==> src/rtl/seg_scan_ctrl.sv <==
// Scan controller for a common-anode multi-digit 7-segment display.
// Lights one digit at a time with an all-off guard gap between digits.
// Applies leading-zero suppression and per-digit blanking.
// New values are latched into the displayed register only at frame start,
// so a single scan never mixes digits from two different values.
//
// state    | meaning
// ---------+--------------------------------------------------
// ST_SHOW  | digit idx driven for DIV cycles (cnt 0..DIV-1)
// ST_GUARD | all anodes off for GUARD cycles (cnt 0..GUARD-1)
module seg_scan_ctrl #(
  parameter int NDIG  = 4,
  parameter int DIV   = 50000,
  parameter int GUARD = 16
) (
  input  logic              clk,
  input  logic              rst_n,
  input  logic [4*NDIG-1:0] value,
  input  logic              load,
  input  logic              lz,
  input  logic [NDIG-1:0]   blank_mask,
  input  logic [NDIG-1:0]   dp_in,
  output logic [3:0]        hex_out,
  output logic              seg_en,
  output logic [NDIG-1:0]   an,
  output logic              dp,
  output logic              frame_start
);

  localparam int CMAX = (DIV > GUARD) ? DIV : GUARD;
  localparam int CW   = (CMAX > 1) ? $clog2(CMAX) : 1;
  localparam int IW   = $clog2(NDIG);

  localparam logic [CW-1:0] DIV_LAST   = CW'(DIV - 1);
  localparam logic [CW-1:0] GUARD_LAST = CW'((GUARD > 0) ? GUARD - 1 : 0);
  localparam logic [IW-1:0] IDX_LAST   = IW'(NDIG - 1);

  typedef enum logic {ST_SHOW, ST_GUARD} state_t;

  state_t            state, state_nxt;
  logic [IW-1:0]     idx, idx_nxt;
  logic [CW-1:0]     cnt, cnt_nxt;
  logic [4*NDIG-1:0] pend, act, act_nxt;
  logic              pend_v;
  logic              enter_show, frame_upd;
  logic [NDIG-1:0]   lz_sup;
  logic              allz, sup_nxt, dp_nxt;
  logic [3:0]        nib_nxt;

  // State, digit index and dwell counter.
  always_ff @(posedge clk or negedge rst_n) begin
    if (!rst_n) begin
      state <= ST_GUARD;
      idx   <= '0;
      cnt   <= '0;
    end else begin
      state <= state_nxt;
      idx   <= idx_nxt;
      cnt   <= cnt_nxt;
    end
  end

  // Next-state logic; enter_show flags every transition into SHOW.
  // With GUARD=0 the GUARD state collapses to a single pass-through edge.
  always_comb begin
    state_nxt  = state;
    idx_nxt    = idx;
    cnt_nxt    = cnt + 1'b1;
    enter_show = 1'b0;
    case (state)
      ST_SHOW: begin
        if (cnt == DIV_LAST) begin
          cnt_nxt = '0;
          idx_nxt = (idx == IDX_LAST) ? '0 : idx + 1'b1;
          if (GUARD > 0) begin
            state_nxt = ST_GUARD;
          end else begin
            state_nxt  = ST_SHOW;
            enter_show = 1'b1;
          end
        end
      end
      ST_GUARD: begin
        if ((GUARD == 0) || (cnt == GUARD_LAST)) begin
          cnt_nxt    = '0;
          state_nxt  = ST_SHOW;
          enter_show = 1'b1;
        end
      end
      default: begin
        state_nxt = ST_GUARD;
        cnt_nxt   = '0;
      end
    endcase
  end

  // Frame-coherent update: a load coinciding with frame start bypasses pend.
  always_comb begin
    frame_upd = enter_show && (idx_nxt == '0);
    act_nxt   = act;
    if (frame_upd) begin
      if (load) begin
        act_nxt = value;
      end else if (pend_v) begin
        act_nxt = pend;
      end
    end
  end

  // Suppression and per-digit selection, evaluated for the digit shown after the edge.
  always_comb begin
    allz    = 1'b1;
    lz_sup  = '0;
    nib_nxt = 4'h0;
    sup_nxt = 1'b0;
    dp_nxt  = 1'b0;
    for (int k = NDIG - 1; k >= 0; k--) begin
      allz      = allz & (act_nxt[4*k +: 4] == 4'h0);
      lz_sup[k] = lz & (k > 0) & allz;
    end
    for (int k = 0; k < NDIG; k++) begin
      if (idx_nxt == IW'(k)) begin
        nib_nxt = act_nxt[4*k +: 4];
        sup_nxt = blank_mask[k] | lz_sup[k];
        dp_nxt  = dp_in[k];
      end
    end
  end

  // Value registers and registered display outputs.
  always_ff @(posedge clk or negedge rst_n) begin
    if (!rst_n) begin
      pend        <= '0;
      pend_v      <= 1'b0;
      act         <= '0;
      an          <= '1;
      hex_out     <= 4'h0;
      seg_en      <= 1'b0;
      dp          <= 1'b0;
      frame_start <= 1'b0;
    end else begin
      act         <= act_nxt;
      frame_start <= frame_upd;
      if (frame_upd) begin
        pend_v <= 1'b0;
      end else if (load) begin
        pend   <= value;
        pend_v <= 1'b1;
      end
      if (state_nxt == ST_SHOW) begin
        hex_out <= nib_nxt;
        if (sup_nxt) begin
          an     <= '1;
          seg_en <= 1'b0;
          dp     <= 1'b0;
        end else begin
          an     <= ~(NDIG'(1) << idx_nxt);
          seg_en <= 1'b1;
          dp     <= dp_nxt;
        end
      end else begin
        an     <= '1;
        seg_en <= 1'b0;
        dp     <= 1'b0;
      end
    end
  end

endmodule
==> config.mk <==
export PLATFORM = sky130hd
export DESIGN_NAME = seg_scan_ctrl
export DESIGN_NICKNAME = d
export VERILOG_FILES = /design/src/rtl/seg_scan_ctrl.sv
export SDC_FILE = /design/constraint.sdc
export NUM_CORES = 1
export LEC_CHECK = 0
export CELL_PAD_IN_SITES_DETAIL_PLACEMENT = 0
export CELL_PAD_IN_SITES_GLOBAL_PLACEMENT = 1
export CORE_MARGIN = 4
export CORE_UTILIZATION = 40
export DETAILED_ROUTE_END_ITERATION = 12
export PLACE_DENSITY = 0.85
export SLEW_MARGIN = 20
export SYNTH_ARGS = -nofsm -noshare
export SYNTH_HDL_FRONTEND = slang
export SYNTH_SLANG_ARGS = --single-unit
==> constraint.sdc <==
create_clock -name clk -period 2.49 [get_ports clk]
set_input_delay 0.747 -clock clk [delete_from_list [all_inputs] [get_ports clk]]
set_output_delay 0.747 -clock clk [all_outputs]
set_load 0.01 [all_outputs]
==> impl_results.md, run 1 <==
* Syn nets at roughly 320
* Async S/R FF share, synth at 100.0%
* TritonCTS buffer count at 9
* GP Congestion at between 0.8 and 0.9
* Initial DRT Pass Iterations at 6
* Diodes inserted at 0
* Antenna-violating nets left at 0
* Core area at around 7700 µm²
* Max-slew headroom at approximately two thirds
* CTS Root Buffer Type: clkbuf_8
* Layout Nets at slightly below 400
* Critical R2R Launch: idx[1]$_DFF_PN0_
* Peak supply drop at 293.9 µV
* Placement Rows at 32
* Die W at 97.08 µm
* Die ar. at 9425 µm²
* Post-Route Utilization at 54.39%
* WL/cell at 15.58 µm
* Synth Warn # at 0
* Post-layout minimum cycle time at between 2 and 2.5 ns
* GRT overflow at 0
* Period utilization at 94.24%
* Synth Area per Inst at approximately 11 µm²
* 1st-iter DRT viols at around 90
* Post-route design area at 4203 µm²
* H-tree depth at 3
* Initial antenna violation count at 0
* IO Pins at 39
* CP arrival at 2.54 ns
* P&R area growth vs syn at 32.40%
* First-pass GRT wire length at about 13000 µm
* Clock skew at 0.01086 ns
* Placed instance area at about 4000 µm²
* Hold Vio Cnt, Final at 0
* Post-synth EDFFs at 0
* Hold Crit Class: in2async
* Clock transition at the registers of the reported paths at around 0.08 ns
* Die Y at just under 100 µm
* CP required at approximately 2.7 ns
* GRT Resource Usage Total at between 10% and 20%
* Final worst slack at 0.1434 ns
* CTS Buffer Depth at 2
* Pwr dens at approximately 560 nW/µm²
* Count leader, synth: dfrtp_1
* Register area share after synthesis at 49.86%
* Hpwl dp at between 5000 and 6000 µm
* Worst R2R Setup Slack at between 0.1 and 0.15 ns
* Crit. End Element: flip-flop
* Mapped Area at ~3200 µm²
* Setup violations, final at 0
* RSZ-0062 raised after global routing: no
* Gate Count Post-Synth at between 200 and 300
* Via density at 5.333
* PortBufs at 38
* Yosys top cell by area: dfrtp_1
* Largest net degree at the start of global routing at 64
* Total Wirelength at approximately 7400 µm
* Critical Path Source: idx[1]$_DFF_PN0_
* Clock latency at the later pin of the worst-skew pair at 0.34 ns
* P_leak at between 1.5 and 2 nW
* CP Class: reg2reg
* Max-Cap Viols at 0
* Cts hold-fix bufs at 0
* R2R cell count at 8
* Synth unique cells at 63
* Layout cell share with drive strength beyond 1 at around 23%
* CP Capture Point: hex_out[1]$_DFFE_PN0N_
* FMAX at roughly 430 MHz
* Slew of the pin with the lowest slew margin at roughly 0.47 ns
* Initial core utilization at between 40% and 50%
* Top post-synthesis cells by area: dfrtp_1, dfstp_2, mux2_1, nand2_1, nand3_1
* Outcome: complete, no violations
* Synthesis-stage register bit count at 63
* TritonCTS Sinks at between 60 and 70
* Vias in the first global route at 2598
* Synth top area share at 45.72%
* Worst slack at placement at -0.3548 ns
* Vias at about 2500
* Ys flop type: dfrtp_1
* Synth top cells by count: dfrtp_1, nand2_1, nand3_1, nor2_1, and3_1
* Startpoint type of the worst setup path: flip-flop
* Worst r2r dst: hex_out[1]$_DFFE_PN0N_
* Worst-path maximum fanout at 28
* Final Max Slew Viols at 0
* DR DRC count at 0
* CTS tree: yes
what timing repair did:
item                       CTS  global route
pin swaps                    0             1
buffers inserted             0             0
setup endpoints to repair    2            10
gates resized for setup      1            12
placed cells by master (no fill, tap or decap), types with 2 or more instances in the layout:
cell,count
dfrtp_1,58
clkdlybuf4s50_1,36
buf_4,33
nand2_1,30
nand3_1,21
nor2_1,20
and3_1,11
mux2i_1,10
mux2_1,10
clkbuf_8,10
xor2_1,9
mux2_2,9
a21oi_1,7
a32oi_1,7
o21ai_1,6
nor4_1,5
o21ai_0,5
inv_1,5
dfstp_2,5
xnor2_1,4
o21a_1,4
nand2b_1,3
a32o_1,3
bufinv_16,3
nand4b_1,2
nor2_2,2
a22o_1,2
nand4_1,2
o211a_1,2
a22oi_1,2
a31oi_1,2
ha_1,2
clkinv_2,2
buf_12,2
cell type report:
| class | instances | area (µm²) |
|---|---|---|
| sequential | 63 | 1583 |
| fill | 686 | 3525 |
| clock inverter | 6 | 107.6 |
| inverter | 7 | 28.78 |
| clock buffer | 10 | 137.6 |
| timing repair buffer | 74 | 676.9 |
| tap | 102 | 127.6 |
| multi-input combinational | 212 | 1541 |
flip-flops by register name, indices dropped and copies added, names as in the netlist:
register	cells
act	16
an	4
cnt	16
dp	1
frame_start	1
hex_out	4
idx	2
pend	16
pend_v	1
seg_en	1
state	1
metrics by stage:
stage               setup TNS [ns]  cells  hold WS [ns]  total power, mW
finish                           0    474        0.3810            2.336
global route                     0    474        0.4263            2.432
CTS                              0    474        0.4265            2.351
detailed placement          -2.625    458        0.4586            1.264
global placement            -2.136    458        0.4387            1.260
floorplan                        0    294        0.4251            1.150
power by group:
group / switching, mW / internal, mW
sequential: 0.0173 / 1.05
clock: 0.403 / 0.689
combinational: 0.0743 / 0.0995
total: 0.495 / 1.84
worst max-delay path, cell delays in order (launching register included):
cell and delay, ns:
dfrtp_1 0.41, ha_1 0.33, nor4_4 0.34, o2111ai_4 0.20
buf_12 0.20, nand2_1 0.07, o21ai_1 0.08, a222oi_1 0.44
a21oi_1 0.12
metal layers:
layer,share of wire (%),vias up,track usage [%]
met4,2.1,0,6.263
met2,49,50,26.22
met3,3.8,11,4.092
li1,-,1235,-
met5,0,-,0
met1,46,1232,21.53
worst min-delay path by stage:
stage | startpoint | endpoint | slack, ns | depth (start not counted)
final | rst_n | pend[5]$_DFFE_PN0P_ | 0.38 | 2
after global placement | cnt[0]$_DFF_PN0_ | cnt[0]$_DFF_PN0_ | 0.44 | 1
after detailed placement | cnt[0]$_DFF_PN0_ | cnt[0]$_DFF_PN0_ | 0.46 | 1
after floorplan | cnt[0]$_DFF_PN0_ | cnt[0]$_DFF_PN0_ | 0.43 | 1
after CTS | rst_n | pend[4]$_DFFE_PN0P_ | 0.43 | 2
after global routing | rst_n | pend[5]$_DFFE_PN0P_ | 0.43 | 2
logic make-up (layout without fill, tap and decap cells):
| family | after synthesis | count (layout) | share of synthesized area, % |
|---|---|---|---|
| buffers and inverters | 19 | 97 | 3.232 |
| adders and majority gates | 2 | 2 | 0.7882 |
| DFF | 63 | 63 | 49.86 |
| muxes | 31 | 31 | 11.08 |
| and+or+nand+nor | 112 | 112 | 18.17 |
| AOI/OAI and AO/OA | 54 | 54 | 13.28 |
| xor gates and xnor gates | 13 | 13 | 3.587 |
Power figures use the tool's default switching activity.
==> inputs of run 2 (changes only) <==
--- a/config.mk
+++ b/config.mk
@@ -7,11 +7,9 @@
 export LEC_CHECK = 0
 export CELL_PAD_IN_SITES_DETAIL_PLACEMENT = 0
 export CELL_PAD_IN_SITES_GLOBAL_PLACEMENT = 1
-export CORE_MARGIN = 4
 export CORE_UTILIZATION = 40
 export DETAILED_ROUTE_END_ITERATION = 12
 export PLACE_DENSITY = 0.85
-export SLEW_MARGIN = 20
 export SYNTH_ARGS = -nofsm -noshare
 export SYNTH_HDL_FRONTEND = slang
 export SYNTH_SLANG_ARGS = --single-unit
==> run 2 against run 1 <==
- critical path depth down 1
- sequential power about the same
- maximum frequency up 0.47%
- wire length decreased by 1.4%
- worst setup slack improved by 0.011 ns
- non-clock buffer count unchanged
- core utilization is 0.69 points lower
- global-route usage up 3.1 points
- largest power group is now registers
==> impl_results.md, run 2 (same netlist as run 1, synthesis figures left out) <==
* Max-Cap Viols at 0
* CP cell instances: or4_4 > nor2_4 > o2111ai_2 > buf_12 > nor4_2 > a311oi_1 > o211a_1
* Vias in the first global route at ~2600
* Layout cell share with drive strength beyond 1 at between 20% and 30%
* Non-Filler Instances at 474
* Layout Nets at 397
* Period utilization at between 90% and 100%
* Largest net degree at the start of global routing at 42
* Post-layout minimum cycle time at between 2 and 2.5 ns
* Initial DRT Pass Iterations at 5
* Initial antenna violation count at 0
* Max-slew headroom at slightly above 60%
* Worst-path maximum fanout at 28
* P_leak at 1.865 nW
* CP peak stage delay at between 0.5 and 0.6 ns
* Startpoint type of the worst setup path: flip-flop
* DP Cell Count at ~460
* Diodes inserted at 0
* Hold Vio Cnt, Final at 0
* CP required at about 2.7 ns
* Worst R2R Setup Slack at 0.15 ns
* Slew of the pin with the lowest slew margin at ~0.6 ns
* CP top delay family: simple AND/OR/NAND/NOR gates
* CTS Root Buffer Type: clkbuf_8
* Clock transition at the registers of the reported paths at roughly 0.070 ns
* Worst path slowest cell: or4_4
* GRT Resource Usage Total at slightly below 20%
* First-pass GRT wire length at around 13000 µm
* Worst r2r dst: dp$_DFF_PN0_
* Initial core utilization at a little over 40%
* Top Registers: act: 16 flops, cnt: 16 flops, pend: 16 flops
* Die ar. at about 8300 µm²
* Vias at about 2600
* R2R cell count at 7
* CP arrival at 2.55 ns
* FMAX at 428.2 MHz
* Outcome: complete, no violations
* Die W at ~90 µm
* TritonCTS buffer count at 9
* Post-CTS Setup Inserts at 0
* CTS Buffer Depth at 2
* PortBufs at 38
* Hold Crit Class: in2async
* RSZ-0062 raised after global routing: no
* GRT overflow at 0
* Commonest non-fill, non-tap cell in the layout: dfrtp_1
* Via density at around 5.4
* P&R area growth vs syn at 30.04%
* Peak supply drop at ~270 µV
* Final Max Slew Viols at 0
* Final setup TNS at 0 ns
* GP Congestion at 0.8559
* CP Class: reg2reg
* Cts hold-fix bufs at 0
* Clock skew at slightly below 0.01 ns
* CTS tree: yes
* Pwr dens at a little over 500 nW/µm²
* IO Pins at 39
* H-tree depth at 3
* Core area at a little under 8000 µm²
* Setup violations, final at 0
* Total Wirelength at approximately 7300 µm
* Critical R2R Launch: cnt[9]$_DFF_PN0_
* Crit. End Element: flip-flop
* Clock latency at the later pin of the worst-skew pair at ~0.33 ns
* 1st-iter DRT viols at ~150
* Most frequent cells in the layout: dfrtp_1, clkdlybuf4s50_1, buf_4, nand2_1
* Die Y at 91.08 µm
* Buf+Inv Stages, Crit Path at 1
* CP Depth at 7
* Hpwl dp at roughly 5500 µm
* Antenna-violating nets left at 0
* Placement Rows at 32
* DR DRC count at 0
* TritonCTS Sinks at 63
* WL/cell at approximately 15 µm
## run 2: cell count changes in the layout (fill, tap and decap cells not counted), sizes merged
cell,delta
bufinv,-2
clkbuf,+2
clkinv,+1
clkinvlp,-1
dlygate4sd2,+1
dlymetal6s2s,-1
## run 2: metal layers
layer  vias up  track usage (%)  wire length [µm]
li1       1224                -                 -
met1      1233            26.01              3361
met2        75            30.49              3372
met3        19            3.853               375
met4         0            9.259               178
met5         -                0                 0
## run 2: power breakdown
| part | internal (mW) | total (mW) | leakage (nW) | switching (mW) |
|---|---|---|---|---|
| clock | 0.485 | 0.856 | 0.100 | 0.371 |
| combinational | 0.100 | 0.177 | 1.05 | 0.0768 |
| sequential | 1.05 | 1.07 | 0.714 | 0.0174 |
| total | 1.64 | 2.10 | 1.87 | 0.465 |
## run 2: area by class of cell
| type | count | area (µm²) |
|---|---|---|
| Clock inverter | 4 | 45.04 |
| Tap cell | 102 | 127.6 |
| Multi-Input combinational cell | 212 | 1529 |
| Fill cell | 679 | 3560 |
| Inverter | 7 | 28.78 |
| Clock buffer | 12 | 145.1 |
| Sequential cell | 63 | 1583 |
| Timing Repair Buffer | 74 | 669.4 |
## run 2: through the flow
stage               hold WS (ns)  worst slack, ns  util (%)  instance area (µm²)  total power, mW
global placement          0.4390          -0.2963     50.68                 3896            1.262
detailed placement        0.4534          -0.3360     50.68                 3896            1.267
global route              0.4138         0.005774     53.69                 4128            2.196
finish                    0.3884           0.1545     53.69                 4128            2.104
floorplan                 0.4251           0.1688         -                 3174            1.150
CTS                       0.3959          0.01346     53.26                 4094            2.126
## run 2: how the worst max path moves through the flow
stage	start	endpoint	slack [ns]
floorplan	idx[0]$_DFF_PN0_	pend[8]$_DFFE_PN0P_	0.17
global placement	load	hex_out[2]$_DFFE_PN0N_	-0.30
detailed placement	load	dp$_DFF_PN0_	-0.34
CTS	cnt[0]$_DFF_PN0_	hex_out[0]$_DFFE_PN0N_	0.01
global route	cnt[9]$_DFF_PN0_	dp$_DFF_PN0_	0.006
finish	cnt[9]$_DFF_PN0_	dp$_DFF_PN0_	0.15
## run 2: what timing repair did
| action | 4_1_cts | 5_1_grt |
|---|---|---|
| endpoints found under the hold margin | 0 | 0 |
| endpoints found under the setup margin | 7 | 7 |
| gates resized for setup | 4 | 6 |
==> inputs of run 3 (changes only) <==
--- a/config.mk
+++ b/config.mk
@@ -7,9 +7,11 @@
 export LEC_CHECK = 0
 export CELL_PAD_IN_SITES_DETAIL_PLACEMENT = 0
 export CELL_PAD_IN_SITES_GLOBAL_PLACEMENT = 1
+export CORE_MARGIN = 4
 export CORE_UTILIZATION = 40
 export DETAILED_ROUTE_END_ITERATION = 12
 export PLACE_DENSITY = 0.85
+export SKIP_LAST_GASP = 1
 export SYNTH_ARGS = -nofsm -noshare
 export SYNTH_HDL_FRONTEND = slang
 export SYNTH_SLANG_ARGS = --single-unit
==> run 3 against run 2 <==
- sequential cell count stayed put
- critical path depth did not move
- die area grew 14%
- global-route usage is 3.1 points lower
- cell area up 1.6%
- final cell count stayed put
- combinational power is essentially flat
- clock-buffer cell count decreased by 2
- worst setup slack got worse by 0.075 ns
- sequential power hardly changed
- clock skew up 0.0022 ns
- largest power group is now clock
==> impl_results.md, run 3 (same netlist as run 1, synthesis figures left out) <==
* Initial DRT Pass Iterations at 4
* Commonest non-fill, non-tap cell in the layout: dfrtp_1
* DR DRC count at 0
* CTS Buffer Depth at 2
* Startpoint type of the worst setup path: flip-flop
* Worst slack at placement at -0.3548 ns
* CP required at 2.76 ns
* Core area at between 7000 and 8000 µm²
* Max-Cap Viols at 0
* P&R area growth vs syn at 32.16%
* Max-slew headroom at approximately 64%
* 1st-iter DRT viols at 86
* P_leak at between 1.5 and 2 nW
* Design Power at about 2.3 mW
* Hold slack final at 0.3882 ns
* GP Congestion at 0.8667
* Die Y at roughly 97 µm
* RSZ-0062 raised after global routing: yes
* Hpwl dp at between 5000 and 6000 µm
* CTS Root Buffer Type: clkbuf_8
* Crit. End Element: flip-flop
* Final Max Slew Viols at 0
* Layout cell share with drive strength beyond 1 at 22.58%
* Slew of the pin with the lowest slew margin at 0.5312 ns
* Total Wirelength at about 7400 µm
* FMAX at a little over 400 MHz
* TritonCTS buffer count at 9
* Cts hold-fix bufs at 0
* Top Registers: act: 16 flops, cnt: 16 flops, pend: 16 flops
* Worst-path maximum fanout at 5
* TritonCTS Sinks at 63
* Vias at 2527
* PortBufs at 38
* Period utilization at 96.80%
* GRT Resource Usage Total at approximately 16%
* CP Class: reg2reg
* Layout Nets at ~400
* Post-layout minimum cycle time at about 2.4 ns
* Peak supply drop at about 290 µV
* Initial core utilization at roughly two fifths
* Outcome: complete, no violations
* Clock latency at the later pin of the worst-skew pair at about 0.34 ns
* CTS tree: yes
* Antenna-violating nets left at 0
* Clock transition at the registers of the reported paths at roughly 0.08 ns
* GRT overflow at 0
* Final setup TNS at 0 ns
* DP Cell Count at between 400 and 500
* Placement Rows at 32
* Post-CTS Setup Inserts at 0
* Final worst slack at between 0.07 and 0.08 ns
* WL/cell at ~16 µm
* H-tree depth at 3
* Die ar. at 9425 µm²
* First-pass GRT wire length at around 13000 µm
* Vias in the first global route at ~2600
* Most frequent cells in the layout: dfrtp_1, clkdlybuf4s50_1, buf_4, nand2_1
* Hold Vio Cnt, Final at 0
* Largest net degree at the start of global routing at 64
* Hold Crit Class: in2async
* IO Pins at 39
* Pwr dens at between 500 and 600 nW/µm²
* Diodes inserted at 0
* Setup violations, final at 0
* CP arrival at around 2.7 ns
* Clock skew at around 0.012 ns
* Initial antenna violation count at 0
* Via density at 5.331
* Die W at roughly 97 µm
* Non-Filler Instances at between 400 and 500
run 3: timing repair:
action | CTS | global route
gates resized for setup | 1 | 10
pin swaps | 0 | 1
endpoints found under the setup margin | 2 | 10
run 3: stage by stage:
stage          util (%)  area (µm²)
2_1_floorplan         -        3174
3_3_place_gp      50.42        3896
3_5_place_dp      50.42        3896
4_1_cts           53.63        4144
5_1_grt           54.29        4195
6_report          54.29        4195
run 3: worst paths after layout:
| path | from | to | slack [ns] | cells past startpoint |
|---|---|---|---|---|
| setup / recovery | cnt[9]$_DFF_PN0_ | dp$_DFF_PN0_ | 0.08 | 7 |
| hold / removal | rst_n | pend[5]$_DFFE_PN0P_ | 0.39 | 2 |
| setup reg to reg | cnt[9]$_DFF_PN0_ | dp$_DFF_PN0_ | 0.08 | 7 |
| hold reg to reg | cnt[0]$_DFF_PN0_ | cnt[0]$_DFF_PN0_ | 0.46 | 1 |
| max in group asynchronous | rst_n | an[3]$_DFF_PN1_ | 1.75 | 2 |
| min in group clk | cnt[0]$_DFF_PN0_ | cnt[0]$_DFF_PN0_ | 0.46 | 1 |
run 3: report_power, final:
group	switching, mW	internal, mW	total (mW)	leakage, nW
Combinational	0.0741	0.0995	0.174	1.06
Sequential	0.0173	1.05	1.07	0.714
Clock	0.407	0.689	1.10	0.122
Total	0.498	1.84	2.34	1.90
run 3: final cells by class:
class,count,area [µm²]
Sequential cell,63,1583
Multi-Input combinational cell,212,1534
Timing Repair Buffer,74,676.9
Clock buffer,10,137.6
Inverter,7,28.78
Clock inverter,6,107.6
Fill cell,685,3532
Tap cell,102,127.6
run 3: layer usage:
metal | GRT usage, % | part of all wire, %
met1 | 21.53 | 46
met2 | 26.22 | 48
met5 | 0 | 0
met3 | 4.092 | 3.6
met4 | 6.263 | 2.1
run 3: critical path: stages (launching register included):
cell and delay, ns:
dfrtp_1 0.42, or4_4 0.56, nor2_4 0.14, nand2_2 0.11, a2111oi_1 0.57, o211ai_2 0.22
o41ai_4 0.12, o211a_1 0.21
